`config.mk`:
```
export PLATFORM = sky130hd
export DESIGN_NAME = id_ex_reg
export DESIGN_NICKNAME = d
export VERILOG_FILES = /design/src/rtl/riscv_pkg.sv /design/src/rtl/pipe_reg.sv /design/src/rtl/id_ex_reg.sv
export SDC_FILE = /design/constraint.sdc
export NUM_CORES = 1
export LEC_CHECK = 0
export ABC_CLOCK_PERIOD_IN_PS = 6500
export BUFFER_PORTS_ARGS = -buffer_cell sky130_fd_sc_hd__clkbuf_2
export CAP_MARGIN = 0
export CORE_AREA = 2 2 173 175
export CTS_BUF_LIST = sky130_fd_sc_hd__clkbuf_16
export CTS_CLUSTER_DIAMETER = 50
export DETAILED_ROUTE_END_ITERATION = 8
export DIE_AREA = 0 0 175 177
export GPL_TIMING_DRIVEN = 0
export PLACE_DENSITY_LB_ADDON = 0.12
export SYNTH_ARGS = -nofsm -noshare
export SYNTH_HDL_FRONTEND = slang
export SYNTH_SLANG_ARGS = --single-unit
```
`constraint.sdc`:
```
create_clock -name clk -period 6.5 [get_ports clk]
set_clock_uncertainty 0.1 [all_clocks]
set_input_delay 0.325 -clock clk [delete_from_list [all_inputs] [get_ports clk]]
set_output_delay 0.325 -clock clk [all_outputs]
set_load 0.1 [all_outputs]
```
`src/rtl/riscv_pkg.sv`:
```
// rtl/riscv_pkg.sv - shared RV32I core types: control bundle, NOP constant, widths
package riscv_pkg;

  localparam int XLEN   = 32;
  localparam int REG_AW = 5;

  // Decoded control bundle carried down the pipeline.
  typedef struct packed {
    logic       RegWrite;
    logic [1:0] ResultSrc;
    logic       MemWrite;
    logic       Jump;
    logic       Branch;
    logic [3:0] ALUControl;
    logic       ALUSrc;
  } ctrl_t;

  localparam int    CTRL_W   = $bits(ctrl_t);
  localparam ctrl_t CTRL_NOP = '0;

endpackage

```
`src/rtl/pipe_reg.sv`:
```
// rtl/pipe_reg.sv - generic pipeline register with enable, synchronous clear, async reset
//
// Ports:
//   clk  rising-edge clock
//   rst  asynchronous active-high reset, q -> 0
//   en   load d when high (ignored while clr is high)
//   clr  synchronous clear to 0, wins over en
//   d    next value
//   q    registered value
module pipe_reg #(
  parameter int W = 1
) (
  input  logic         clk,
  input  logic         rst,
  input  logic         en,
  input  logic         clr,
  input  logic [W-1:0] d,
  output logic [W-1:0] q
);

  always_ff @(posedge clk or posedge rst) begin
    if (rst) begin
      q <= '0;
    end else if (clr) begin
      q <= '0;
    end else if (en) begin
      q <= d;
    end
  end

endmodule

```
`src/rtl/id_ex_reg.sv`:
```
// rtl/id_ex_reg.sv - decode-to-execute pipeline register with stall, flush and valid gating
//
// Optional feature macro: ID_EX_PERF_EN (bubble / stall performance counters).
//
// Ports:
//   clk, rst            rising-edge clock, asynchronous active-high reset
//   StallE, FlushE      hazard-unit hold / bubble-insert requests (flush wins)
//   ValidD              decode slot holds a real instruction
//   PCD .. funct3D      decode-stage datapath fields
//   CtrlD               decoded control bundle
//   ValidE .. CtrlE     registered execute-stage copies
//   BubbleCntE          bubbles inserted (0 when ID_EX_PERF_EN is undefined)
//   StallCntE           stall cycles     (0 when ID_EX_PERF_EN is undefined)
module id_ex_reg
  import riscv_pkg::*;
#(
  parameter int XLEN   = riscv_pkg::XLEN,
  parameter int REG_AW = riscv_pkg::REG_AW
) (
  input  logic              clk,
  input  logic              rst,
  input  logic              StallE,
  input  logic              FlushE,
  input  logic              ValidD,
  input  logic [XLEN-1:0]   PCD,
  input  logic [XLEN-1:0]   PCPlus4D,
  input  logic [XLEN-1:0]   RD1D,
  input  logic [XLEN-1:0]   RD2D,
  input  logic [REG_AW-1:0] Rs1D,
  input  logic [REG_AW-1:0] Rs2D,
  input  logic [REG_AW-1:0] RdD,
  input  logic [XLEN-1:0]   ImmExtD,
  input  logic [2:0]        funct3D,
  input  ctrl_t             CtrlD,
  output logic              ValidE,
  output logic [XLEN-1:0]   PCE,
  output logic [XLEN-1:0]   PCPlus4E,
  output logic [XLEN-1:0]   RD1E,
  output logic [XLEN-1:0]   RD2E,
  output logic [XLEN-1:0]   ImmExtE,
  output logic [REG_AW-1:0] Rs1E,
  output logic [REG_AW-1:0] Rs2E,
  output logic [REG_AW-1:0] RdE,
  output logic [2:0]        funct3E,
  output ctrl_t             CtrlE,
  output logic [31:0]       BubbleCntE,
  output logic [31:0]       StallCntE
);

  localparam int DATA_W = 5 * XLEN + 3 * REG_AW + 3;

  logic              en;
  logic [DATA_W-1:0] data_d;
  logic [DATA_W-1:0] data_q;
  ctrl_t             ctrl_d;
  ctrl_t             ctrl_q;

  assign en = ~StallE;

  // Datapath fields travel ungated; an X on ImmExtD only ever lands in ImmExtE.
  assign data_d = {PCD, PCPlus4D, RD1D, RD2D, ImmExtD, Rs1D, Rs2D, RdD, funct3D};

  // Control is squashed to NOP for invalid slots so a bubble can never write
  // state, regardless of what the decoder produced. It depends only on ValidD.
  assign ctrl_d = ValidD ? CtrlD : CTRL_NOP;

  pipe_reg #(.W(DATA_W)) u_data (
    .clk (clk),
    .rst (rst),
    .en  (en),
    .clr (FlushE),
    .d   (data_d),
    .q   (data_q)
  );

  pipe_reg #(.W(CTRL_W)) u_ctrl (
    .clk (clk),
    .rst (rst),
    .en  (en),
    .clr (FlushE),
    .d   (ctrl_d),
    .q   (ctrl_q)
  );

  pipe_reg #(.W(1)) u_valid (
    .clk (clk),
    .rst (rst),
    .en  (en),
    .clr (FlushE),
    .d   (ValidD),
    .q   (ValidE)
  );

  assign {PCE, PCPlus4E, RD1E, RD2E, ImmExtE, Rs1E, Rs2E, RdE, funct3E} = data_q;
  assign CtrlE = ctrl_q;

`ifdef ID_EX_PERF_EN
  logic [31:0] bubble_cnt;
  logic [31:0] stall_cnt;

  // A bubble is either an explicit flush or a load of an empty decode slot.
  always_ff @(posedge clk or posedge rst) begin
    if (rst) begin
      bubble_cnt <= '0;
      stall_cnt  <= '0;
    end else begin
      if (FlushE || (!StallE && !ValidD)) begin
        bubble_cnt <= bubble_cnt + 32'd1;
      end
      if (StallE && !FlushE) begin
        stall_cnt <= stall_cnt + 32'd1;
      end
    end
  end

  assign BubbleCntE = bubble_cnt;
  assign StallCntE  = stall_cnt;
`else
  assign BubbleCntE = 32'd0;
  assign StallCntE  = 32'd0;
`endif

endmodule
```
==> results.yml <==
run_status:
  status: "finished, final reports clean"
cts:
  cts_root_buf: "clkbuf_16"
  postCtsSetupBuffers: 0
  clk_latency_ns: 0.43
  hold_buffers: 1
  cts_tree: "yes"
  cts_resized: 0
  cts_buffers: 17
  clk_pin_slew_ns: 0.08
  cts.sinks: 190
  clockBufferDepth: 2
  h-tree-depth: 4
route:
  final_antenna_net_count: 0
  via_per_inst: 4.08
  dr.pass1.iters: 4
  drt-wirelength-per-cell_um: 15.9
  finalWirelength_um: 24500
  drc_errors: 0
  drtIter0Drc: 220
  vias: 6274
setup_path:
  rrSetupSlack_ns: 5.65
  endpoint_kind: "output pin"
  slowest_delay_ns: 0.50
  arrival_ns: 1.34
  crit_family: "buffers and inverters"
  crit_chain: "clkbuf_2"
  cp-endpoint: "PCPlus4E[28]"
  crit_type: "flip-flop to output pin"
  crit_start: "u_data.q[142]$_DFFE_PP0P_"
  path_max_fanout: 2
  cp.required_ns: 6.07
  worstReg2RegStart: "u_data.q[142]$_DFFE_PP0P_"
  timing.rr.end: "u_data.q[142]$_DFFE_PP0P_"
  cp_slowest_cell: "clkbuf_2"
  cp-start-kind: "flip-flop"
  rr_worst_depth: 2
  worstSetupPathDepth: 1
  crit_buf_inv: 1
global_routing:
  grt_pass1_vias: 6380
  grt-ovfl-total: 0
  grt_usage_pct: 15.8
  antenna_found_initial: 0
  grt_pass1_wl_um: 37400
  grt_max_degree: 98
yosys:
  synth_cells: 671
  postSynthAreaPerCell_um2: 12.1
  yosysTopAreaCell: "dfrtp_1"
  ys_ff_latch: 190
  synth_top_cell_area_share_pct: 58.8
  synthDistinctLibCells: 13
  yosysSeqAreaShare_pct: 58.8
  yosysWarnings: 0
  syn_area_um2: 8090
  synthTopCellsByArea: "dfrtp_1 (59%), mux2i_1 (22%), nor2_1 (8.4%)"
placement:
  hpwlAfterDp_um: 18600
  place_ws_ns: 4.72
  gp_congestion: 0.742
  numPortBuffers: 381
  dpl-instance-area_um2: 10800
floorplanning:
  core_um2: 29200
  chipWidth_um: 175
  rows: 63
  fp.dieArea_um2: 31000
  start_util_pct: 27.7
  ios: 448
  fp.dieH_um: 177
sta:
  worst_pin_slew_ns: 0.735
  setup_viol: 0
  achievable-frequency_ghz: 0.566
  hold_viol_final: 0
  fin_ws_ns: 4.73
  period_share_pct: 27.2
  period_needed_ns: 1.77
  rsz0062_at_grt: "false"
  finalMaxSlewViolations: 0
  relSlewSlack_pct: 51.0
  holdWs_ns: 0.0273
layout:
  fin_area_um2: 11300
  drive_above_1_share_pct: 44.7
  final_common_cell: "clkbuf_2"
  layout_common_cells: "clkbuf_2 (381), dfrtp_1 (190), nor2_1 (180), mux2i_1 (179), buf_4 (82)"
  areaGrowthSynthToFinish_pct: 39.9
  layout.nets: 1330
  antenna_cells: 0
  fin_util_pct: 38.7
pwr:
  ir_worst_vdd_uv: 156
  finalPower_mw: 3.31
  p_leak_nw: 6.62
  p_per_area_nw_per_um2: 292
worst_hold_path:
  hold_start: "ImmExtD[9]"
  hold_class: "input pin to flip-flop"
flow_run:
  maxCapViolations: 0
[flip-flops by register name (all words and copies together) (netlist names)]
name / flops
u_ctrl.q: 11
u_valid.q: 1
u_data.q: 178
[stage by stage]
stage	setup TNS [ns]	instances
after floorplan	0	734
after global placement	-362.06	1505
after detailed placement	0	1506
after CTS	0	1538
after global routing	0	1538
final	0	1538
[synthesized netlist by cell type]
master / n
a32o_1: 11
buf_1: 2
buf_2: 17
buf_4: 82
buf_6: 1
clkbuf_1: 4
conb_1: 1
dfrtp_1: 190
inv_1: 1
inv_2: 1
mux2i_1: 179
nor2_1: 180
nor2b_1: 2
[logic make-up (layout without fill, tap and decap cells)]
logic type	Yosys count	count (layout)	synth area share (%)
AO/OA/AOI/OAI	11	11	1.36
other	1	64	0.0464
AND/OR/NAND/NOR	182	182	8.51
buffers and inverters	108	522	9.17
multiplexers	179	179	22.1
flip-flops	190	190	58.8
[layer usage]
layer | routed length, µm | vias to the layer above | GRT usage (%)
li1 | - | 3020 | -
met1 | 9670 | 2947 | 18.5
met2 | 11800 | 287 | 26.4
met3 | 2730 | 20 | 7.37
met4 | 286 | 0 | 3.72
met5 | 0 | - | 0
[area by class of cell]
class / instances / area [µm²]
Buffer: 106 / 734
Clock buffer: 17 / 425
Clock inverter: 14 / 125
Fill cell: 3031 / 17900
Inverter: 2 / 15.0
Multi-Input combinational cell: 436 / 2830
Sequential cell: 190 / 4750
Tap cell: 390 / 488
Timing Repair Buffer: 383 / 1940
[where the power goes]
| part | leakage, nW | total (mW) | switching [mW] | internal [mW] |
|---|---|---|---|---|
| combinational | 3.81 | 1.01 | 0.826 | 0.188 |
| sequential | 2.53 | 1.28 | 0.0357 | 1.25 |
| clock | 0.277 | 1.01 | 0.507 | 0.505 |
| total | 6.62 | 3.31 | 1.37 | 1.94 |
[how the worst min path moves through the flow]
| stage | slack (ns) | cells past startpoint | to |
|---|---|---|---|
| 3_3_place_gp | 0.38 | 1 | u_ctrl.q[2]$_DFFE_PP0P_ |
| 5_1_grt | 0.008 | 3 | u_data.q[149]$_DFFE_PP0P_ |
| 2_1_floorplan | 0.38 | 2 | u_data.q[0]$_DFFE_PP0P_ |
| 6_report | 0.03 | 3 | u_data.q[27]$_DFFE_PP0P_ |
| 4_1_cts | 0.003 | 3 | u_data.q[27]$_DFFE_PP0P_ |
| 3_5_place_dp | 0.38 | 1 | u_ctrl.q[3]$_DFFE_PP0P_ |
[worst min-delay path, stage by stage]
cell,delay [ns]
clkbuf_2,0.07
mux2i_1,0.05
nor2_1,0.07
No activity file was read; power rests on OpenSTA's default activity.
